### src/rtl/uart_rx_pkt_ctrl.sv
// Packet framer behind a UART receiver: SYNC, LEN, payload, additive checksum.
// Optional inter-byte timeout compiled in with `define UART_RX_PKT_TIMEOUT_EN.
module uart_rx_pkt_ctrl #(
  parameter logic [7:0]  SYNC_BYTE     = 8'hA5,
  parameter int unsigned MAX_LEN       = 16,
  parameter int unsigned TIMEOUT_TICKS = 640
) (
  input  logic       clk,
  input  logic       reset,
  input  logic       s_tick,
  input  logic       rx_done_tick,
  input  logic [7:0] din,
  output logic [7:0] dout,
  output logic       dout_valid,
  input  logic       dout_ready,
  output logic       dout_last,
  output logic       pkt_ok,
  output logic       pkt_err,
  output logic [1:0] err_code,
  output logic       busy
);

  typedef enum logic [1:0] {S_HUNT, S_LEN, S_PAYLOAD, S_CKSUM} state_t;

  localparam logic [7:0] MAX_LEN_B = 8'(MAX_LEN);

  state_t     state_q, state_d;
  logic [7:0] cnt_q, cnt_d;
  logic [7:0] sum_q, sum_d;
  logic [7:0] dout_q, dout_d;
  logic       valid_q, valid_d;
  logic       last_q, last_d;
  logic       ok_q, ok_d;
  logic       err_q, err_d;
  logic [1:0] code_q, code_d;
  logic [7:0] sum_ck;
  logic       tmo_hit;

  assign sum_ck = sum_q + din;

`ifdef UART_RX_PKT_TIMEOUT_EN
  localparam int unsigned TW = $clog2(TIMEOUT_TICKS + 1);
  logic [TW-1:0] tmo_q;

  assign tmo_hit = s_tick && (state_q != S_HUNT) && (tmo_q == TW'(TIMEOUT_TICKS - 1));

  always_ff @(posedge clk) begin
    if (reset || rx_done_tick || state_q == S_HUNT || tmo_hit) tmo_q <= '0;
    else if (s_tick)                                           tmo_q <= tmo_q + 1'b1;
  end
`else
  localparam int unsigned unused_timeout_ticks = TIMEOUT_TICKS;
  logic unused_s_tick;
  assign unused_s_tick = s_tick;
  assign tmo_hit       = 1'b0;
`endif

  always_comb begin
    state_d = state_q;
    cnt_d   = cnt_q;
    sum_d   = sum_q;
    dout_d  = dout_q;
    valid_d = valid_q;
    last_d  = last_q;
    ok_d    = 1'b0;
    err_d   = 1'b0;
    code_d  = code_q;
    if (valid_q && dout_ready) begin
      valid_d = 1'b0;
      last_d  = 1'b0;
    end
    // A received byte always wins over a timeout in the same cycle.
    if (rx_done_tick) begin
      case (state_q)
        S_HUNT: if (din == SYNC_BYTE) state_d = S_LEN;
        S_LEN: begin
          if (din == 8'd0 || din > MAX_LEN_B) begin
            err_d   = 1'b1;
            code_d  = 2'b01;
            state_d = S_HUNT;
          end else begin
            cnt_d   = din;
            sum_d   = din;
            state_d = S_PAYLOAD;
          end
        end
        S_PAYLOAD: begin
          if (valid_q && !dout_ready) begin
            err_d   = 1'b1;
            code_d  = 2'b11;
            state_d = S_HUNT;
          end else begin
            sum_d   = sum_ck;
            dout_d  = din;
            valid_d = 1'b1;
            last_d  = (cnt_q == 8'd1);
            cnt_d   = cnt_q - 8'd1;
            if (cnt_q == 8'd1) state_d = S_CKSUM;
          end
        end
        S_CKSUM: begin
          if (sum_ck == 8'd0) begin
            ok_d = 1'b1;
          end else begin
            err_d  = 1'b1;
            code_d = 2'b10;
          end
          state_d = S_HUNT;
        end
        default: state_d = S_HUNT;
      endcase
    end else if (tmo_hit) begin
      err_d   = 1'b1;
      code_d  = 2'b00;
      state_d = S_HUNT;
    end
    if (err_d) begin
      valid_d = 1'b0;
      last_d  = 1'b0;
    end
  end

  always_ff @(posedge clk) begin
    if (reset) begin
      state_q <= S_HUNT;
      cnt_q   <= '0;
      sum_q   <= '0;
      dout_q  <= '0;
      valid_q <= 1'b0;
      last_q  <= 1'b0;
      ok_q    <= 1'b0;
      err_q   <= 1'b0;
      code_q  <= '0;
    end else begin
      state_q <= state_d;
      cnt_q   <= cnt_d;
      sum_q   <= sum_d;
      dout_q  <= dout_d;
      valid_q <= valid_d;
      last_q  <= last_d;
      ok_q    <= ok_d;
      err_q   <= err_d;
      code_q  <= code_d;
    end
  end

  assign dout       = dout_q;
  assign dout_valid = valid_q;
  assign dout_last  = last_q;
  assign pkt_ok     = ok_q;
  assign pkt_err    = err_q;
  assign err_code   = code_q;
  assign busy       = (state_q != S_HUNT);

endmodule

### config.mk
export PLATFORM = sky130hd
export DESIGN_NAME = uart_rx_pkt_ctrl
export DESIGN_NICKNAME = d
export VERILOG_FILES = /design/src/rtl/uart_rx_pkt_ctrl.sv
export SDC_FILE = /design/constraint.sdc
export NUM_CORES = 1
export LEC_CHECK = 0
export CAP_MARGIN = 20
export CORE_UTILIZATION = 50
export DETAILED_ROUTE_END_ITERATION = 6
export DONT_BUFFER_PORTS = 1
export PLACE_DENSITY = 0.67
export SYNTH_ARGS = -nofsm -noshare
export SYNTH_HDL_FRONTEND = slang
export SYNTH_SLANG_ARGS = --single-unit
### constraint.sdc
create_clock -name clk -period 3.7 [get_ports clk]
set_input_delay 0.37 -clock clk [delete_from_list [all_inputs] [get_ports clk]]
set_output_delay 0.37 -clock clk [all_outputs]
set_load 0.05 [all_outputs]
==> impl_metrics.tcl <==
set metrics [dict create \
    power_share_of_the_sequential_group_pct 46.3 \
    setup_violations 0 \
    grt_setup_unrepaired "no" \
    num_antenna_cells 0 \
    average_routed_wire_per_standard_cell_um 16.25 \
    globalRouteTotalUtil_pct 25.00 \
    largest_net_degree_at_the_start_of_global_routing 31 \
    buffer_ports.inserted 0 \
    synth_common_cells "sky130_fd_sc_hd__nand2_1 (46), sky130_fd_sc_hd__dfxtp_1 (32), sky130_fd_sc_hd__a21oi_1 (25)" \
    synth_seq_cells 32 \
    fin_area_um2 1989 \
    synthMostInstantiatedCell "sky130_fd_sc_hd__nand2_1" \
    tritoncts_num_sinks 32 \
    holdCritPathClass "in2reg" \
    clk_pin_slew_worst_paths_ns 0.07 \
    vias 1710 \
    cts_post_setup_buffers_inserted 0 \
    relSlewSlack_pct 25.75 \
    synth_largest_area_cell "sky130_fd_sc_hd__dfxtp_1" \
    num-fill-cells 341 \
    post_synth_main_area_contributors "sky130_fd_sc_hd__dfxtp_1 (35%), sky130_fd_sc_hd__nand2_1 (9.4%), sky130_fd_sc_hd__a21oi_1 (6.8%)" \
    report.power.total_mw 0.7652 \
    ys.warnings.count 0 \
    worst_case_clock_buffer_depth 2 \
    detail_route.drc_violations 0 \
    cts_tree "built" \
    internal_power_contribution_mw 0.6012 \
    fp.dieH_um 62.71 \
    vias_per_cell 6.196 \
    num_io_pins 28 \
    footprint_of_the_flip_flops_and_latches_um2 640.6 \
    synth-async-reset-ratio_pct 0 \
    drt_pre_antenna_iters 4 \
    fin_crit_sh_pct 67.66 \
    cts-buffers-inserted 5 \
    core_region_area_um2 3442 \
    yosysTopAreaCellShare_pct 34.76 \
    clk-insertion-delay-late_ns 0.29 \
    power_frac_clock_pct 48.1 \
    cp.required_ns 3.89 \
    die_width_um 62.71 \
    grt-ovfl-total 0 \
    average_footprint_of_a_synthesized_cell_um2 7.944 \
    synth_fp_nets 255 \
    crit_path_start_kind "flop" \
    nNetsFinal 252 \
    critPathCaptureType "flop" \
    num_rows 21 \
    gpl.final_weighted_congestion 0.8913 \
    outcome "finished, final reports clean" \
    sequential_cell_area_fraction_in_the_yosys_report_pct 34.76 \
    dieArea_um2 3933 \
    total_area_of_multi_input_combinational_cells_um2 1116 \
    synth_top_flop_cell "sky130_fd_sc_hd__dfxtp_1" \
    worstMarginPinSlew_ns 1.110 \
    antenna_violating_nets_post_route 0 \
    start_util_pct 53.54 \
    timing.final.hold_violations 0 \
    combinationalPowerShare_pct 5.7 \
    fin_setup_tns_ns 0 \
    final_layout_size_suffix_gt1_share_pct 10.00 \
    mappedNetlistArea_um2 1843 \
    p_leak_nw 0.6862 \
    synthToLayoutAreaGrowth_pct 7.943 \
    critical-path-max-stage-delay_ns 0.51 \
    regToRegSetupSlack_ns 1.20 \
    grt_pass1_vias 1644 \
    postSynthCellCount 232 \
    clock-skew-final_ns 0.007457 \
    routed_wl_um 4486 \
    layout.core_utilization_pct 57.80 \
    timing.fmax_mhz 399.4 \
    finalMaxSlewViolations 0 \
    worst_setup_path_category "reg2reg" \
    crit_slowest_cell "sky130_fd_sc_hd__and2_1" \
    powerDensity_nw_per_um2 384.6 \
    worstPathCellList "nand2b_1 > nor2_1 > and2_1 > a31o_2 > o21ai_0 > a221oi_1" \
    h-tree-depth 2 \
    post_synth_num_cell_types 52 \
    grt_pass1_wl_um 7645 \
    period_minus_slack_ns 2.504 \
    drtIter0Drc 126 \
    cts_hold_repair.buffers 0 \
    number_of_enable_type_register_cells_in_the_synthesized_netlist 0 \
    worst_ir_drop_vdd_v 0.0001768 \
    placement.cell_area_um2 1863 \
    maxcap_violations 0 \
    critPathArrivalTime_ns 2.70 \
    netSwitchingPower_mw 0.1640 \
    antenna_found_initial 0 \
    cts_repair_resize_count 0 \
    worst-path-max-fanout 16 \
    detailed_place_hpwl_um 3203 \
    power.share.switching_pct 21.43 \
    cts.root.buffer_cell "sky130_fd_sc_hd__clkbuf_8" \
]
-- power groups by stage --
| stage | registers, mW | logic, mW | clock network [mW] |
|---|---|---|---|
| 2_1_floorplan | 0.361 | 0.0411 | 0 |
| 4_1_cts | 0.354 | 0.0432 | 0.376 |
| 5_1_grt | 0.354 | 0.0481 | 0.392 |
| 3_3_place_gp | 0.362 | 0.0417 | 0 |
| 6_report | 0.354 | 0.0433 | 0.368 |
| 3_5_place_dp | 0.362 | 0.0429 | 0 |
-- sequential cells by signal, summed over array words and instances (netlist names) --
signal / cells
pkt_ok: 1
state_q: 2
sum_q: 8
cnt_q: 8
dout_last: 1
dout: 8
dout_valid: 1
err_code: 2
pkt_err: 1
-- cell usage in the layout (no fill, tap or decap), types with 2 or more instances in the layout --
master                     count
sky130_fd_sc_hd__dfxtp_1      32
sky130_fd_sc_hd__nand2b_1      2
sky130_fd_sc_hd__nand2_1      46
sky130_fd_sc_hd__nor3_2        2
sky130_fd_sc_hd__a31oi_1       4
sky130_fd_sc_hd__xor2_1        2
sky130_fd_sc_hd__inv_1        10
sky130_fd_sc_hd__ha_1          9
sky130_fd_sc_hd__nor3_1        6
sky130_fd_sc_hd__a41oi_1       2
sky130_fd_sc_hd__nor2b_1       2
sky130_fd_sc_hd__nor2_1       14
sky130_fd_sc_hd__xnor2_1       5
sky130_fd_sc_hd__a311oi_1      5
sky130_fd_sc_hd__a21oi_1      25
sky130_fd_sc_hd__and2_1        2
sky130_fd_sc_hd__clkbuf_8      7
sky130_fd_sc_hd__o32ai_1       2
sky130_fd_sc_hd__nand4_1       2
sky130_fd_sc_hd__nand3_1       8
sky130_fd_sc_hd__nor4_1        3
sky130_fd_sc_hd__o21ai_0       9
-- final timing paths --
kind / from / end / cells past startpoint
hold reg to reg: sum_q[5] / sum_q[5] / 2
setup / recovery: state_q[0] / cnt_q[3] / 6
setup reg to reg: state_q[0] / cnt_q[3] / 6
hold / removal: reset / cnt_q[2] / 1
-- worst max-delay path: cells and delay by family (launching register included) --
kind            cells  cell delay, ns
flops               1            0.38
simple gates        3            1.20
compound gates      3            0.83
-- kinds of logic after synthesis --
kind of cell	synth area share (%)
and+or+nand+nor	25.32
AOI/OAI and AO/OA	24.71
DFF	34.76
buffers and inverters	4.684
adders and majority gates	7.196
xor gates and xnor gates	3.327
-- area by class of cell --
class	count	area share, %
multi-input cells	178	56.10
flip-flops and latches	32	32.20
clock buffers	7	4.843
well taps	46	2.893
inverters	11	2.075
clock inverters	1	1.509
repair buffers	1	0.3774
-- per-layer routing --
metal | wire length [um] | global-route usage (%) | part of all wire, %
met1 | 1992 | 29.07 | 44
met2 | 2061 | 40.90 | 46
met3 | 252 | 6.934 | 5.6
met4 | 180 | 14.53 | 4.0
met5 | 0 | 0 | 0
-- stage by stage --
step / hold WS [ns] / setup WS [ns] / instances
after floorplan: 0.4356 / 1.341 / 232
after global placement: 0.4428 / 1.188 / 268
after detailed placement: 0.4446 / 1.207 / 268
after CTS: 0.1378 / 1.217 / 276
after global routing: 0.1237 / 0.9056 / 276
final: 0.1414 / 1.196 / 276
(Power assumes the default switching activity.)
